==> config.mk <==
export PLATFORM = sky130hd
export DESIGN_NAME = score_display
export DESIGN_NICKNAME = d
export VERILOG_FILES = /design/src/rtl/score_display.sv
export SDC_FILE = /design/constraint.sdc
export NUM_CORES = 1
export LEC_CHECK = 0
export ABC_AREA = 1
export CAP_MARGIN = 40
export CELL_PAD_IN_SITES_DETAIL_PLACEMENT = 1
export CELL_PAD_IN_SITES_GLOBAL_PLACEMENT = 1
export CORE_ASPECT_RATIO = 1.4
export CORE_MARGIN = 1
export CORE_UTILIZATION = 45
export DETAILED_ROUTE_END_ITERATION = 16
export HOLD_SLACK_MARGIN = 0.08
export PLACE_DENSITY_LB_ADDON = 0.1
export RECOVER_POWER = 100
export SLEW_MARGIN = 20
export SYNTH_ARGS = -nofsm -noshare
export SYNTH_HDL_FRONTEND = slang
export SYNTH_SLANG_ARGS = --single-unit
==> constraint.sdc <==
create_clock -name clk_i -period 2.54 [get_ports clk_i]
set_input_delay 0.508 -clock clk_i [delete_from_list [all_inputs] [get_ports clk_i]]
set_output_delay 0.508 -clock clk_i [all_outputs]
set_load 0.01 [all_outputs]
==> src/rtl/score_display.sv <==
// rtl/score_display.sv - binary score to two multiplexed 7-segment digits
// Subtract-by-ten BCD conversion feeding a time-multiplexed dual-digit display.
module score_display #(
    parameter int BW          = 7,
    parameter int REFRESH_DIV = 1000,
    parameter int LEAD_BLANK  = 1
) (
    input  logic          clk_i,
    input  logic          rst_i,
    input  logic [BW-1:0] cnt_i,
    output logic [6:0]    seg_o,
    output logic [1:0]    dig_sel_o,
    output logic          busy_o
);

    localparam int RW = (REFRESH_DIV > 1) ? $clog2(REFRESH_DIV) : 1;
    localparam logic [RW-1:0] REFRESH_MAX = RW'(REFRESH_DIV - 1);

    typedef enum logic [1:0] {
        IDLE,
        CONVERT,
        DONE
    } state_t;

    state_t r_state;
    state_t w_state_next;

    logic [BW-1:0] r_last;
    logic [6:0]    r_work;
    logic [3:0]    r_tens_tmp;
    logic [3:0]    r_ones_tmp;
    logic          r_ovf_tmp;
    logic [3:0]    r_tens_q;
    logic [3:0]    r_ones_q;
    logic          r_ovf_q;
    logic [RW-1:0] r_refresh;
    logic [1:0]    r_dig_sel;
    logic [6:0]    r_seg;

    logic       w_mismatch;
    logic       w_over;
    logic       w_work_ge10;
    logic       w_wrap;
    logic [1:0] w_dig_next;
    logic [3:0] w_digit;
    logic [6:0] w_seg_next;

    function automatic logic [6:0] f_decode(input logic [3:0] d);
        case (d)
            4'd0:    f_decode = 7'h3F;
            4'd1:    f_decode = 7'h06;
            4'd2:    f_decode = 7'h5B;
            4'd3:    f_decode = 7'h4F;
            4'd4:    f_decode = 7'h66;
            4'd5:    f_decode = 7'h6D;
            4'd6:    f_decode = 7'h7D;
            4'd7:    f_decode = 7'h07;
            4'd8:    f_decode = 7'h7F;
            4'd9:    f_decode = 7'h6F;
            default: f_decode = 7'h40;
        endcase
    endfunction

    // Every bit of cnt_i takes part in the range test, so wide counters overflow too.
    assign w_mismatch  = (cnt_i != r_last);
    assign w_over      = (cnt_i > BW'(99));
    assign w_work_ge10 = (r_work >= 7'd10);

    always_ff @(posedge clk_i or posedge rst_i) begin
        if (rst_i) begin
            r_state <= IDLE;
        end else begin
            r_state <= w_state_next;
        end
    end

    always_comb begin
        w_state_next = r_state;
        case (r_state)
            IDLE: begin
                if (w_mismatch) begin
                    w_state_next = w_over ? DONE : CONVERT;
                end
            end
            CONVERT: begin
                if (!w_work_ge10) begin
                    w_state_next = DONE;
                end
            end
            DONE:    w_state_next = IDLE;
            default: w_state_next = IDLE;
        endcase
    end

    always_ff @(posedge clk_i or posedge rst_i) begin
        if (rst_i) begin
            r_last     <= '0;
            r_work     <= '0;
            r_tens_tmp <= '0;
            r_ones_tmp <= '0;
            r_ovf_tmp  <= 1'b0;
            r_tens_q   <= '0;
            r_ones_q   <= '0;
            r_ovf_q    <= 1'b0;
        end else begin
            case (r_state)
                IDLE: begin
                    if (w_mismatch) begin
                        r_last     <= cnt_i;
                        r_work     <= cnt_i[6:0];
                        r_tens_tmp <= '0;
                        if (w_over) begin
                            r_ovf_tmp <= 1'b1;
                        end
                    end
                end
                CONVERT: begin
                    if (w_work_ge10) begin
                        r_work     <= r_work - 7'd10;
                        r_tens_tmp <= r_tens_tmp + 4'd1;
                    end else begin
                        r_ones_tmp <= r_work[3:0];
                        r_ovf_tmp  <= 1'b0;
                    end
                end
                DONE: begin
                    r_tens_q <= r_tens_tmp;
                    r_ones_q <= r_ones_tmp;
                    r_ovf_q  <= r_ovf_tmp;
                end
                default: ;
            endcase
        end
    end

    assign w_wrap     = (r_refresh == REFRESH_MAX);
    assign w_dig_next = w_wrap ? {r_dig_sel[0], r_dig_sel[1]} : r_dig_sel;
    assign w_digit    = w_dig_next[1] ? r_tens_q : r_ones_q;

    // Segments are decoded for the enable being loaded on the same edge, keeping the pair aligned.
    always_comb begin
        w_seg_next = f_decode(w_digit);
        if (r_ovf_q) begin
            w_seg_next = 7'h40;
        end else if (w_dig_next[1] && (LEAD_BLANK != 0) && (r_tens_q == 4'd0)) begin
            w_seg_next = 7'h00;
        end
    end

    always_ff @(posedge clk_i or posedge rst_i) begin
        if (rst_i) begin
            r_refresh <= '0;
            r_dig_sel <= 2'b01;
            r_seg     <= 7'h00;
        end else begin
            r_refresh <= w_wrap ? '0 : r_refresh + RW'(1);
            r_dig_sel <= w_dig_next;
            r_seg     <= w_seg_next;
        end
    end

    assign seg_o     = r_seg;
    assign dig_sel_o = r_dig_sel;
    assign busy_o    = (r_state != IDLE);

endmodule
## After elaboration in Yosys (flattened, before gate mapping)

Memories as Yosys holds them, arrays and structs flattened.
Cells that the tools add are included.

- ROM bits: 112
- Word-level logic and storage cells: 57
- Bits in registers: 53
- Output and inout port bits: 10
- Memories kept: 1
- Input port bits: 9

- Add/sub/neg operators: 3
- Reductions and logical operators: 10
- Bitwise logic cells: 1
- $lt $le $gt $ge: 2
- Equality and inequality tests: 8
- Muxes and demuxes: 19

Memories:

| name | depth | width | rd ports | clocked after memory_dff | write ports | RTL line | RTL |
|---|---|---|---|---|---|---|---|
| (name not given) | 16 | 7 | 1 | 0 | 0 | 49 | `case (d)` |

Operator list:

| kind | number |
|---|---|
| $mux W7 | 4 |
| $pmux W7 S2 | 1 |
| $mux W4 | 3 |
| $add A10 B1 Y10 const B | 1 |
| $eq A10 B10 Y1 const B | 1 |
| $mux W10 | 1 |
| $mux W2 | 4 |
| $ne A2 B2 Y1 const B | 4 |
| $pmux W4 S2 | 1 |
| $ge A7 B4 Y1 const B | 1 |
| $gt A7 B7 Y1 const B | 1 |
| $ne A7 B7 Y1 | 1 |
| $sub A7 B4 Y7 const B | 1 |
| $reduce_and A2 Y1 | 3 |
| $add A4 B1 Y4 const B | 1 |
| $logic_not A4 Y1 | 1 |
| $pmux W2 S2 | 1 |
| $reduce_and A4 Y1 | 1 |
| $reduce_bool A2 Y1 | 2 |
| $mux W1 | 3 |
| $reduce_and A3 Y1 | 1 |
| $eq A2 B1 Y1 const B | 1 |
| $eq A2 B2 Y1 const B | 1 |
| $logic_not A2 Y1 | 1 |
| other kinds (3) | 3 |

## Depth between registers and ports, before layout

An unclocked memory read counts as a cell.

- Word-level depth: 6
- Mapped depth: 15

## Least setup slack after synthesis

Ideal clock, no wire load.

- Path type: reg-to-reg
- Start: register r_refresh[0]
- End: register r_seg[3] (netlist: seg_o[3])
- Arrival time: 1814 ps
- Stages on the path, launching flop included: 13
- Required time: 2471 ps
- Path slack: 658 ps
- Library setup time: 69 ps
- Path through: dfrtp_1 ha_1 nand2_1 nor2_4 nand3_2 nand2_2 nand2_1 nand2_2 inv_1 ha_1 nor2_1 nor2_1 nor2_2

- Longest elaborated chain between the ends: 6
- Elaborated cells between the ends (all ways): 7
- Classes of those cells: eq/ne: 1; mux: 4; reduce/logical: 1; memory: 1

Ends and longest elaborated chain:

| element | RTL line | RTL |
|---|---|---|
| from (decl) | 36 | `logic [RW-1:0] r_refresh;` |
| from (signal assigned) | 156 | `r_refresh <= w_wrap ? '0 : r_refresh + RW'(1);` |
| $eq A10 B10 Y1 * | 136 | `assign w_wrap = (r_refresh == REFRESH_MAX);` |
| $mux W2 * | 137 | `assign w_dig_next = w_wrap ? {r_dig_sel[0], r_dig_sel[1]} : r_dig_sel;` |
| $mux W4 | 138 | `assign w_digit = w_dig_next[1] ? r_tens_q : r_ones_q;` |
| $mem_v2 Z16 W7 | n/a |  |
| $mux W7 * | 145 | `end else if (w_dig_next[1] && (LEAD_BLANK != 0) && (r_tens_q == 4'd0)) begin` |
| $mux W7 * | 143 | `if (r_ovf_q) begin` |
| net w_seg_next[3] | 46 | `logic [6:0] w_seg_next;` |
| to (signal assigned) | 158 | `r_seg <= w_seg_next;` |
| to (decl) | 38 | `logic [6:0] r_seg;` |

The timed path passes the listed nets; every way through them passes the cells marked *.
A chain may end at the register's enable or synchronous reset.

## Worst setup path after layout

- Start: register r_state[1]
- End: output port busy_o

- Longest elaborated chain between the ends: 1

Ends and longest elaborated chain:

| element | RTL line | RTL |
|---|---|---|
| from (decl) | 25 | `state_t r_state;` |
| from (signal assigned) | 73 | `r_state <= w_state_next;` |
| $reduce_bool A2 Y1 | 164 | `assign busy_o = (r_state != IDLE);` |
| to (decl) | 13 | `output logic busy_o` |

No other way between the ends.

==> flow_summary.toml <==
[critical_path]
rrSetupSlack_ns = 0.38
start_kind = "flop"
cp-end-kind = "primary output"
cp.required_ns = 2.03
rr_endpoint = "seg_o[3]$_DFF_PP0_"
crit_type = "flop to primary output"
reg2reg_from = "r_refresh[0]$_DFF_PP0_"
cp_max_fo = 7
r2r_cells = 13
critPathArrivalTime_ns = 1.71

[route]
drc = 0
viasPerCell = 5.06
first_pass_iters = 4
ant_nets = 0
routed_wl_um = 5700
drt_iter0_drc = 64
wl_per_cell_um = 13.8
vias = 2090

[power_and_ir_drop]
p_int_w = 0.00192
p_comb_share_pct = 46.9
leakage_nw = 1.51
swShare_pct = 42.5
power_w = 0.00335
clkPwrFrac_pct = 14.7
power.switching_w = 0.00142
peakVddDrop_mv = 0.446
p_seq_share_pct = 38.3
power_density_mw_per_mm2 = 1100

[global_routing]
grt_start_max_net_pins = 54
grt_pass1_wl_um = 9940
track_usage_pct = 20.8
grt-ovfl-total = 0
grt_pass1_vias = 2189
antenna_found_initial = 0

[min_path]
hold_end = "r_refresh[0]$_DFF_PP0_"
worstHoldStart = "r_refresh[0]$_DFF_PP0_"
min_path_cells = 1
holdCritPathClass = "flop to flop"

[clocking]
numCtsBuffers = 5
ctsHoldBuffers = 0
cts.sink_count = 53
clk_pin_slew_worst_paths_ns = 0.09
cts_tree = "done"
cts_root_buf = "clkbuf_8"
cts_resized = 0
cts_buffer_depth = 2
htree_levels = 2
cts_setup_buffers = 0
clkLatencyLatePin_ns = 0.30

[job]
max_cap_viol_count = 0

[logic_synthesis]
synthCells = 318
synth_nets = 335
yosysWarnings = 0
ys_ff_latch = 53
ys_types = 29
ys_seq_area_share_pct = 48.3
syn_area_per_cell_um2 = 8.64
syn_area_mm2 = 0.00275

[die]
die_w_um = 68.0
ios = 19
die_area_mm2 = 0.00642
start_util_pct = 46.8
die_h_um = 94.4
rows = 33
design.core.area_mm2 = 0.00586

[placed_design]
place_inst = 405
io_buffers = 18
dpl-instance-area_mm2 = 0.00302
place_hpwl_um = 4430
place.gp.congestion = 0.784

[timing]
finalCritPeriodShare_pct = 87.4
tns_ns = 0
drv_slew = 0
maxSlewHeadroom_pct = 12.6
clock.fmax_mhz = 451
finalCriticalPeriod_ns = 2.22
skew_ns = 0.00691
setup_viol = 0
tightest_slew_ns = 1.31
rsz0062_at_grt = "false"
hold_viol_final = 0

[cells_and_area]
antenna_cells = 0
area_delta_synth_final_pct = 11.0
stdcell_count = 413
drive_gt1_share_pct = 11.4
nFillCells = 727
finalInstanceArea_mm2 = 0.00305
final_util_pct = 52.0
multi_input_area_mm2 = 0.00118
regArea_mm2 = 0.00133
nNetsFinal = 359

[run_status]
run_status = "completed"
[stage by stage]
stage | hold WS, ns | setup WS [ns]
3_3_place_gp | 0.450 | 0.316
2_1_floorplan | 0.431 | 0.658
6_report | 0.482 | 0.321
5_1_grt | 0.499 | 0.126
4_1_cts | 0.492 | 0.376
3_5_place_dp | 0.473 | 0.269
[worst max-delay path: stages (launching register included)]
cell,delay [ns]
dfrtp_1,0.41
nor2_1,0.12
clkbuf_1,0.33
inv_1,0.07
clkdlybuf4s50_1,0.48
[flip-flops by register name, indices dropped and copies added (netlist names), 4 cells and up]
name,count
r_refresh,10
r_ones_q,4
seg_o,7
r_work,7
r_tens_q,4
r_last,7
r_ones_tmp,4
r_tens_tmp,4
[cells in the final DEF, fill, tap and decap left out, types with 2 or more instances in the layout]
cell type / instances
inv_1: 40
inv_2: 4
nand2_2: 7
nand3_2: 3
nand2_1: 68
dlygate4sd3_1: 11
dfrtp_1: 52
a31oi_1: 2
xor2_1: 10
clkbuf_1: 3
nand2_4: 6
clkdlybuf4s50_1: 7
nor3_1: 6
xnor2_1: 2
nor2_4: 3
nor2_2: 6
a21oi_1: 8
nor2_1: 25
o21ai_0: 35
clkinv_1: 2
clkbuf_8: 6
ha_1: 8
nand3_1: 22
[power by group through the flow]
stage / combinational [W] / sequential, W / clock, W
after floorplan: 0.00129 / 0.00130 / 0
after global placement: 0.00167 / 0.00130 / 0
after detailed placement: 0.00173 / 0.00131 / 0
after CTS: 0.00174 / 0.00129 / 0.000509
after global routing: 0.00183 / 0.00132 / 0.000539
final: 0.00157 / 0.00128 / 0.000493
[routing by layer]
layer	routed length (um)	share of wire [%]	GRT usage (%)	up-vias
met1	2210	39	22.5	1017
li1	-	-	-	1047
met3	82	1.4	2.90	4
met4	63	1.1	5.73	0
met2	3340	59	40.1	22
met5	0	0	0	-
[logic make-up (layout without fill, tap and decap cells)]
logic type                 after synthesis  after routing  synth area share [%]
and+or+nand+nor                        149            149                  27.4
DFF                                     53             53                  48.3
buffers and inverters                   49             74                  7.11
AOI/OAI and AO/OA                       47             47                  9.70
xor gates and xnor gates                12             12                  3.83
adders and majority gates                8              8                  3.64
[Yosys cell counts (all sizes together)]
master / count / area share (%)
o21ai: 36 / 7.5
nand2: 81 / 14
dfstp: 1 / 0.96
ha: 8 / 3.6
or2: 1 / 0.23
a31oi: 2 / 0.46
xor2: 10 / 3.2
buf: 2 / 0.68
clkbuf: 1 / 0.14
nand3: 26 / 5.9
dfrtp: 52 / 47
xnor2: 2 / 0.64
nor2: 34 / 6.1
a21boi: 1 / 0.27
inv: 45 / 6.2
clkinv: 1 / 0.14
nand4: 1 / 0.23
nor3: 6 / 1.3
a21oi: 8 / 1.5
[worst max path at each step]
stage,start,endpoint,slack (ns)
final,r_state[1]$_DFFE_PP0P_,busy_o,0.32
after global routing,r_refresh[0]$_DFF_PP0_,seg_o[3]$_DFF_PP0_,0.13
after CTS,r_refresh[0]$_DFF_PP0_,seg_o[3]$_DFF_PP0_,0.38
after detailed placement,cnt_i[1],r_work[1]$_DFFE_PP0P_,0.27
after global placement,cnt_i[1],r_work[4]$_DFFE_PP0P_,0.32
after floorplan,r_refresh[0]$_DFF_PP0_,seg_o[3]$_DFF_PP0_,0.66
[area by class of cell]
class                   instances  area share, %
clock buffers                   8           2.96
multi-input cells             216           38.8
well taps                      70           2.87
inverters                      46           5.67
repair buffers                 20           6.20
flip-flops and latches         53           43.6
No activity file was read; power rests on OpenSTA's default activity.
